## config.mk

```make
export PLATFORM = sky130hd
export DESIGN_NAME = alu_rr_scheduler
export DESIGN_NICKNAME = d
export VERILOG_FILES = /design/src/rtl/alu_rr_scheduler.sv
export SDC_FILE = /design/constraint.sdc
export NUM_CORES = 1
export LEC_CHECK = 0
export ABC_AREA = 0
export CAP_MARGIN = 20
export CORE_MARGIN = 5
export CORE_UTILIZATION = 42
export DETAILED_ROUTE_END_ITERATION = 8
export GPL_TIMING_DRIVEN = 1
export PLACE_DENSITY = 0.86
export SLEW_MARGIN = 40
export SYNTH_ARGS = -nofsm -noshare
export SYNTH_HDL_FRONTEND = slang
export SYNTH_SLANG_ARGS = --single-unit
```

## constraint.sdc

```tcl
create_clock -name clk -period 3.4 [get_ports clk]
set_input_delay 0.34 -clock clk [delete_from_list [all_inputs] [get_ports clk]]
set_output_delay 0.34 -clock clk [all_outputs]
set_load 0.01 [all_outputs]
```

## src/rtl/alu_rr_scheduler.sv

```systemverilog
// -----------------------------------------------------------------------------
// alu_rr_scheduler
//   Shares one registered ALU among NREQ requesters. A round-robin arbiter picks
//   one requester at a time; its operands are latched onto the ALU inputs, the
//   scheduler waits out the ALU latency, captures the result and returns it as a
//   tagged response. Only one operation is ever in flight.
//
// Ports
//   clk, reset      clock (rising edge), asynchronous active-high reset
//   req_valid/ready per-requester handshake; ready is one-hot or zero, IDLE only
//   req_a/b/op      packed operands, requester i at [i*WIDTH +: WIDTH] etc.
//   rsp_valid/ready response handshake
//   rsp_id/y/co     owner index and captured ALU result/carry
//   alu_*_in        driven to the ALU, hold last granted values
//   alu_y/co_out    returned by the ALU
//   busy            high whenever an operation is in progress
// -----------------------------------------------------------------------------
module alu_rr_scheduler #(
    parameter int WIDTH   = 8,
    parameter int OPCODE  = 4,
    parameter int NREQ    = 4,
    parameter int ALU_LAT = 1,
    localparam int IDW    = (NREQ > 1) ? $clog2(NREQ) : 1
) (
    input  logic                     clk,
    input  logic                     reset,
    input  logic [NREQ-1:0]          req_valid,
    output logic [NREQ-1:0]          req_ready,
    input  logic [NREQ*WIDTH-1:0]    req_a,
    input  logic [NREQ*WIDTH-1:0]    req_b,
    input  logic [NREQ*OPCODE-1:0]   req_op,
    output logic                     rsp_valid,
    input  logic                     rsp_ready,
    output logic [IDW-1:0]           rsp_id,
    output logic [WIDTH-1:0]         rsp_y,
    output logic                     rsp_co,
    output logic [WIDTH-1:0]         alu_a_in,
    output logic [WIDTH-1:0]         alu_b_in,
    output logic [OPCODE-1:0]        alu_opcode_in,
    input  logic [WIDTH-1:0]         alu_y_out,
    input  logic                     alu_co_out,
    output logic                     busy
);

    typedef enum logic [1:0] {IDLE, WAIT, RESP} state_t;

    state_t           state, state_nxt;
    logic [IDW-1:0]   ptr;
    logic [IDW-1:0]   id;
    logic [3:0]       cnt;

    logic             any_valid;
    logic             hi_found;
    logic [IDW-1:0]   hi_win;
    logic [IDW-1:0]   lo_win;
    logic [IDW-1:0]   win;
    logic [WIDTH-1:0] sel_a, sel_b;
    logic [OPCODE-1:0] sel_op;

    // Round-robin search split into two priority scans: the lowest valid index
    // at or above ptr wins; failing that, the lowest valid index overall
    // (the wrap-around part). Works for any NREQ, power of two or not.
    always_comb begin
        // NOTE: every signal written here gets a default first, so no path
        // leaves it unassigned and no latch is inferred.
        any_valid = 1'b0;
        hi_found  = 1'b0;
        hi_win    = '0;
        lo_win    = '0;
        for (int i = NREQ - 1; i >= 0; i--) begin
            if (req_valid[i]) begin
                any_valid = 1'b1;
                lo_win    = IDW'(i);
                if (i >= int'(ptr)) begin
                    hi_found = 1'b1;
                    hi_win   = IDW'(i);
                end
            end
        end
        win = hi_found ? hi_win : lo_win;
    end

    // Operand mux for the current winner.
    always_comb begin
        sel_a  = '0;
        sel_b  = '0;
        sel_op = '0;
        for (int i = 0; i < NREQ; i++) begin
            if (win == IDW'(i)) begin
                sel_a  = req_a[i*WIDTH +: WIDTH];
                sel_b  = req_b[i*WIDTH +: WIDTH];
                sel_op = req_op[i*OPCODE +: OPCODE];
            end
        end
    end

    // State register.
    always_ff @(posedge clk or posedge reset) begin
        // NOTE: sequential state is updated with non-blocking assignments so
        // every flop samples pre-edge values regardless of block ordering.
        if (reset) state <= IDLE;
        else       state <= state_nxt;
    end

    // Next-state logic.
    always_comb begin
        state_nxt = state;
        unique case (state)
            IDLE:    if (any_valid)        state_nxt = WAIT;
            WAIT:    if (cnt == 4'd0)      state_nxt = RESP;
            RESP:    if (rsp_ready)        state_nxt = IDLE;
            default:                       state_nxt = IDLE;
        endcase
    end

    // Outputs decoded from state. rsp_valid is exactly "in RESP", which is
    // registered state, so it is glitch-free.
    always_comb begin
        req_ready = '0;
        for (int i = 0; i < NREQ; i++) begin
            req_ready[i] = (state == IDLE) && any_valid && (win == IDW'(i));
        end
        rsp_valid = (state == RESP);
        busy      = (state != IDLE);
    end

    // Datapath: grant capture, latency counter, result capture, pointer update.
    always_ff @(posedge clk or posedge reset) begin
        if (reset) begin
            ptr           <= '0;
            id            <= '0;
            cnt           <= '0;
            alu_a_in      <= '0;
            alu_b_in      <= '0;
            alu_opcode_in <= '0;
            rsp_id        <= '0;
            rsp_y         <= '0;
            rsp_co        <= 1'b0;
        end else begin
            unique case (state)
                IDLE: begin
                    if (any_valid) begin
                        alu_a_in      <= sel_a;
                        alu_b_in      <= sel_b;
                        alu_opcode_in <= sel_op;
                        id            <= win;
                        cnt           <= 4'(ALU_LAT);
                    end
                end
                WAIT: begin
                    if (cnt != 4'd0) begin
                        cnt <= cnt - 4'd1;
                    end else begin
                        rsp_y  <= alu_y_out;
                        rsp_co <= alu_co_out;
                        rsp_id <= id;
                    end
                end
                RESP: begin
                    // The requester just served drops to lowest priority.
                    if (rsp_ready) begin
                        ptr <= (id == IDW'(NREQ - 1)) ? '0 : id + 1'b1;
                    end
                end
                default: ;
            endcase
        end
    end

endmodule

```

After elaboration in Yosys (flattened, before gate mapping)
Cells that the tools add are included.

Add/sub/neg operators: 2. Magnitude comparators: 3. Equal/unequal tests: 10. Multiplexer cells: 41. Bitwise logic cells: 1. Reductions and logical operators: 16.

Operators with widths (count): $mux 8 (8); $mux 2 (15); $mux 4 (6); $mux 1 (10); $eq 2x2->1 const B (4); $pmux 4 s2 (1); $ne 2x2->1 const B (3); $pmux 2 s3 (1); $reduce_and 2->1 (3); $reduce_and 3->1 (2); $logic_and 1x1->1 (5); $eq 2x1->1 const B (2); $ge 1x2->1 const A (2); $logic_not 2->1 (2); $logic_not 4->1 (1); $reduce_bool 2->1 (2); $reduce_bool 4->1 (1); $sub 4x1->4 const B (1); $add 2x1->2 const B (1); $ge 2x2->1 const A (1); $ne 2x1->1 const B (1); $not 1->1 (1).

Flip-flop bits (word level): 41. Input bits: 96. Output and inout port bits: 37. Word-level logic and storage cells: 83.

Logic depth before layout (Yosys ltp)
Gate-level depths: netlist of run 1.

Word-level depth: 13. Mapped depth: 7. Mapped depth without buffers: 7.

Least setup slack after synthesis of run 1
OpenSTA, ideal clock, no wires.

Path kind: reg-to-output. From: reg state[1]. To: out req_ready[1]. Arrival time: 1634 ps. Required time: 3060 ps. Slack: 1426 ps. Stages on the path, launching flop included: 6. Path buffers: 2. Path through: dfrtp_1 -> or2_2 -> or2_2 -> clkbuf_1 -> clkbuf_1 -> nor3_1.

Longest elaborated chain between the ends: 3.

RTL lines: from (decl) (line 47) `state_t state, state_nxt;`; from (signal assigned) (line 102) `else state <= state_nxt;`; $logic_not 2->1 (line 121) `req_ready[i] = (state == IDLE) && any_valid && (win == IDW'(i));`; $logic_and 1x1->1 (2 in a row) (line 121); to (decl) (line 28) `output logic [NREQ-1:0] req_ready,`.

Every way passes these cells.

Final worst setup path of run 1
From: in req_valid[2]. To: out req_ready[0].

Longest elaborated chain between the ends: 8. Elaborated cells on any way between the ends: 20. Those cells by class: mux (17); reduce/logical (3).

RTL lines: from (decl) (line 27) `input logic [NREQ-1:0] req_valid,`; $mux 2 / $mux 1 (equally long branches) (line 71) `if (req_valid[i]) begin`; $mux 2 / $mux 1 (equally long branches) (line 74) `if (i >= int'(ptr)) begin`; $mux 2 / $mux 1 (equally long branches) (line 71); $mux 2 / $mux 1 (equally long branches) (line 74); $mux 2 / $mux 1 (equally long branches) (line 71); $mux 2 (line 80) `win = hi_found ? hi_win : lo_win;`; $logic_not 2->1 (line 121); $logic_and 1x1->1 (*) (line 121).

Mark *: on every way between the ends. The rest lies on a longest branch, timed or not.

==> results_dict.tcl, run 1 <==
set metrics [dict create \
    grt_max_degree 42 \
    rsz0062_at_grt "false" \
    worstPathCellList "clkdlybuf4s50_1 > or3b_2 > o221ai_2 > nand2_1 > nor2_1 > clkdlybuf4s50_1" \
    via_per_inst 5.44 \
    grt_pass1_wl_mm 12.0 \
    setup_viol 0 \
    start_util 0.432 \
    core_um2 5540 \
    seq_area_um2 1030 \
    crit_top_cell "clkdlybuf4s50_1" \
    yosysMostFrequentCell "dfrtp_1" \
    cts_buffer_depth 2 \
    wl_mm 7.35 \
    cts_hold_buf 0 \
    synth-seq-cells 41 \
    pin_count 133 \
    synth_cell_types 36 \
    port_buffers 132 \
    cpPeakStageDelay_ps 610 \
    syn_area_um2 2390 \
    die_h_um 85.5 \
    antennaDiodeCount 0 \
    grt_util_all_layers 0.206 \
    min_period_ps 2820 \
    cp_top_family "buffers and inverters" \
    crit_slowest_cell "clkdlybuf4s50_1" \
    drive_gt1_frac 0.156 \
    wire_per_inst_um 17.3 \
    post_cts_buffers 0 \
    outcome "completed" \
    avgSynthCellArea_um2 10.7 \
    post_cts_resized 0 \
    antenna_found_initial 0 \
    dp_cells 417 \
    worstSetupStartpoint "req_valid[2]" \
    synth_fp_nets 321 \
    clk_pin_slew_ps 70 \
    cts_made_buffers 5 \
    drc 0 \
    cp-start-kind "input pin" \
    synth_top_area_frac 0.428 \
    syn_inst 223 \
    area_delta_synth_final_pct 61.4 \
    htree_levels 2 \
    multi_input_comb_area_um2 1270 \
    rows 27 \
    p_leak_nw 1.62 \
    crit_cells 6 \
    hold_viol_final 0 \
    drtIter0Drc 116 \
    place_congestion 0.885 \
    rrSetupSlack_ps 1100 \
    grt_pass1_vias 2575 \
    cts_root_buffer "clkbuf_8" \
    seq_area_frac_synth 0.428 \
    vias 2307 \
    ys.warnings.count 0 \
    fin_skew_ps 8.69 \
    arrival_ps 2480 \
    cts_tree "yes" \
    crit_type "in -> out" \
    synthTopCellsByArea "dfrtp_1 (43%), mux2_4 (10%), a221o_1 (7.9%)" \
    r2r-start "ptr[0]" \
    reg2reg_depth 6 \
    clk_latency_ps 290 \
    worst_slew_pin_slew_ps 575 \
    overflow 0 \
    powerDensity_nw_per_um2 767 \
    ir_drop_mv 0.361 \
    n_fill_cell 439 \
    setup_tns_ps 0 \
    slew_headroom 0.616 \
    postRouteAntennaNets 0 \
    worstPathMaxFanout 8 \
    max_cap_viol_count 0 \
    firstDrtPassIters 4 \
    fmax_mhz 354 \
    yosys-top-cells-count "dfrtp_1 (41), o21ai_0 (20), a21oi_1 (19), a221o_1 (19), nand3_1 (18)" \
    finalMaxSlewViolations 0 \
    async_flop_share 1.00 \
    synth_ff_type "dfrtp_1" \
    hpwl_mm 5.66 \
    fp.dieArea_um2 7310 \
    period_share 0.831 \
    reg2reg_to "alu_b_in[7]" \
    hold_path_class "in -> async" \
    cts.sinks 41 \
    crit_buf_inv 2 \
    yosys.area.top_type "dfrtp_1" \
    critical_path.endpoint_type "output port" \
    synth_edf_count 0 \
    final_cells 424 \
    fp.dieW_um 85.5 \
    critPathRequiredTime_ps 3060 \
    num-nets-final 450 \
    total_power_mw 2.97 \
]
[routing by layer]
metal	GRT usage	vias up	routed length [um]
met3	0.0701	12	719
li1	-	1088	-
met1	0.231	1094	2790
met4	0.0921	0	132
met2	0.352	113	3700
met5	0	-	0
[final cells by class]
cell class	count	area share
Timing Repair Buffer	138	0.354
Tap cell	72	0.0233
Sequential cell	41	0.265
Multi-Input combinational cell	161	0.330
Clock buffer	7	0.0223
Inverter	5	0.00550
[flip-flops by register name (all words and copies together), names as in the netlist, 2 cells and up]
name and count:
cnt 4, state 2, alu_b_in 8, rsp_y 8
alu_opcode_in 4, ptr 2, alu_a_in 8, rsp_id 2
id 2
[metrics by stage]
stage | hold slack, ps | area [um2] | utilization | setup slack [ps]
3_5_place_dp | 483 | 3770 | 0.681 | 587
3_3_place_gp | 471 | 3770 | 0.681 | 617
5_1_grt | 485 | 3860 | 0.698 | 431
2_1_floorplan | 448 | 2390 | - | 1430
4_1_cts | 456 | 3860 | 0.697 | 590
6_report | 444 | 3860 | 0.698 | 575
[logic make-up after synthesis]
group                    synth area share
AO/OA/AOI/OAI                       0.202
XOR/XNOR                          0.00732
adder cells (fa/ha/maj)            0.0104
buffers and inverters              0.0413
flip-flops                          0.428
multiplexers                        0.192
AND/OR/NAND/NOR                     0.119
[worst max path at each step]
| stage | endpoint | slack, ps |
|---|---|---|
| 6_report | req_ready[0] | 580 |
| 5_1_grt | req_ready[2] | 430 |
| 4_1_cts | req_ready[0] | 590 |
| 3_5_place_dp | alu_b_in[7] | 590 |
| 3_3_place_gp | req_ready[0] | 620 |
| 2_1_floorplan | req_ready[1] | 1430 |
[cell usage in the layout (no fill, tap or decap), types with 2 or more instances in the layout]
cell type / instances
dfrtp_1: 41
nor3_1: 6
nand2b_1: 3
a221o_1: 19
or2_2: 3
nor2_1: 8
mux2_2: 15
a21oi_1: 19
mux2i_1: 5
o21ai_0: 20
mux2_4: 16
a211o_1: 2
ha_1: 2
nand3_1: 18
inv_1: 3
clkbuf_8: 6
nand2_1: 8
nor2_4: 2
buf_4: 6
nor4_1: 2
clkdlybuf4s50_1: 132
[power breakdown]
| group | internal [mW] | leakage [nW] | switching, mW |
|---|---|---|---|
| logic | 0.969 | 1.07 | 0.801 |
| registers | 0.730 | 0.504 | 0.156 |
| clock network | 0.161 | 0.0443 | 0.149 |
[worst reg2reg max path, delay by kind of cell (launching register included)]
kind | cells | cell delay (ps)
multiplexers | 1 | 370
AND/OR/NAND/NOR | 2 | 410
AO/OA/AOI/OAI | 2 | 650
flip-flops | 1 | 420
buffers and inverters | 1 | 340
Note: power is estimated with default switching activity, not from simulation.
==> run 2, diff against run 1 <==
CORE_UTILIZATION = 39   (was 42)
PLACE_DENSITY = 0.81   (was 0.86)
clock period = 2.9 ns   (was 3.4 ns; I/O delays follow)
==> run 2 against run 1 <==
Net effect:
- wire length rose by 3.6%
- highest routed layer unchanged
- critical path depth did not move
- first-iteration DRC count fell by 22%
- critical path type unchanged
- combinational power rose by 19%
==> results_dict.tcl, run 2 (synthesis gave the netlist of run 1 again) <==
set metrics [dict create \
    outcome "completed" \
    crit_type "in -> out" \
    drc 0 \
    rsz0062_at_grt "false" \
    r2r-start "ptr[0]" \
    final_area_um2 3880 \
    cts_hold_buf 0 \
    min_period_ps 2650 \
    layout_common_cells "clkdlybuf4s50_1 (132), dfrtp_1 (41), o21ai_0 (20)" \
    slew_headroom 0.623 \
    wl_mm 7.61 \
    fp.dieArea_um2 7810 \
    place_congestion 0.799 \
    critPathRequiredTime_ps 2610 \
    vias 2340 \
    cp_top_family "buffers and inverters" \
    wire_per_inst_um 17.7 \
    htree_levels 2 \
    post_cts_resized 0 \
    crit_buf_inv 2 \
    fp.dieW_um 88.4 \
    port_buffers 132 \
    finalMaxSlewViolations 0 \
    overflow 0 \
    cts_made_buffers 5 \
    num-nets-final 453 \
    drive_gt1_frac 0.164 \
    worst_slew_pin_slew_ps 566 \
    clk_latency_ps 290 \
    start_util 0.402 \
    hpwl_mm 5.84 \
    die_h_um 88.4 \
    pre_cts_slack_ps 254 \
    grt_max_degree 42 \
    cp-start-kind "input pin" \
    antenna_found_initial 0 \
    rows 28 \
    n_fill_cell 516 \
    cts_tree "yes" \
    hold_viol_final 0 \
    rrSetupSlack_ps 710 \
    drtIter0Drc 90 \
    pin_count 133 \
    crit_slowest_cell "clkdlybuf4s50_1" \
    total_power_mw 3.47 \
    reg2reg_to "alu_a_in[4]" \
    antennaDiodeCount 0 \
    final_common_cell "clkdlybuf4s50_1" \
    crit_top_cell "clkdlybuf4s50_1" \
    period_share 0.915 \
    ir_drop_mv 0.431 \
    arrival_ps 2360 \
    cts_buffer_depth 2 \
    setup_viol 0 \
    firstDrtPassIters 4 \
    via_per_inst 5.45 \
    setup_tns_ps 0 \
    reg2reg_depth 6 \
    fin_skew_ps 5.27 \
    postRouteAntennaNets 0 \
    crit_cells 6 \
    setup_ws_ps 245 \
    area_delta_synth_final_pct 62.0 \
    fmax_mhz 377 \
    worstPathMaxFanout 6 \
    clk_pin_slew_ps 70 \
    p_leak_nw 1.62 \
    cpPeakStageDelay_ps 620 \
    grt_pass1_vias 2396 \
    place_area_um2 3800 \
    grt_util_all_layers 0.189 \
    critical_path.endpoint_type "output port" \
    worstPathCellList "clkdlybuf4s50_1 > or3b_2 > o221ai_2 > nand2_1 > nor2_1 > clkdlybuf4s50_1" \
    post_cts_buffers 0 \
    cts.sinks 41 \
    core_um2 5960 \
    biggestRegsByFlops "alu_a_in x8, alu_b_in x8, rsp_y x8" \
    grt_pass1_wl_mm 11.6 \
    powerDensity_nw_per_um2 896 \
    cts_root_buffer "clkbuf_8" \
    hold_path_class "in -> async" \
    max_cap_viol_count 0 \
]
## run 2: cell types whose count changed in the layout (fill, tap and decap cells not counted), sizes merged
cell    delta
clkbuf     -2
clkinv     +1
buf        +3
## run 2: power by group
group	total [mW]	internal, mW	switching [mW]
combinational	2.10	1.16	0.939
sequential	1.04	0.856	0.182
clock	0.338	0.158	0.179
total	3.47	2.17	1.30
## run 2: metal layers
layer / wire, um / vias to the layer above / part of all wire / track usage
li1: - / 1101 / - / -
met1: 2980 / 1139 / 0.39 / 0.225
met2: 3910 / 91 / 0.51 / 0.339
met3: 663 / 9 / 0.087 / 0.0549
met4: 66 / 0 / 0.0087 / 0.0412
met5: 0 / - / 0 / 0
## run 2: how the worst max path moves through the flow
stage,startpoint,to,slack (ps)
finish,req_valid[2],req_ready[2],250
global placement,req_valid[1],alu_a_in[2],320
CTS,req_valid[2],req_ready[2],290
floorplan,state[1],req_ready[1],980
detailed placement,req_valid[0],alu_a_in[4],250
global route,req_valid[1],req_ready[3],120
## run 2: final cells by class
class	instances	area, um2	share of cell area
clock buffer	5	68.8	0.0177
timing repair buffer	141	1390	0.358
multi-input combinational	161	1270	0.329
sequential	41	1030	0.265
tap	75	93.8	0.0242
inverter	5	21.3	0.00548
clock inverter	1	5.00	0.00129
## run 2: metrics by stage
| stage | hold slack, ps | util | cells |
|---|---|---|---|
| floorplan | 398 | - | 223 |
| global placement | 480 | 0.638 | 423 |
| detailed placement | 489 | 0.638 | 423 |
| CTS | 419 | 0.650 | 429 |
| global route | 435 | 0.651 | 429 |
| finish | 387 | 0.651 | 429 |
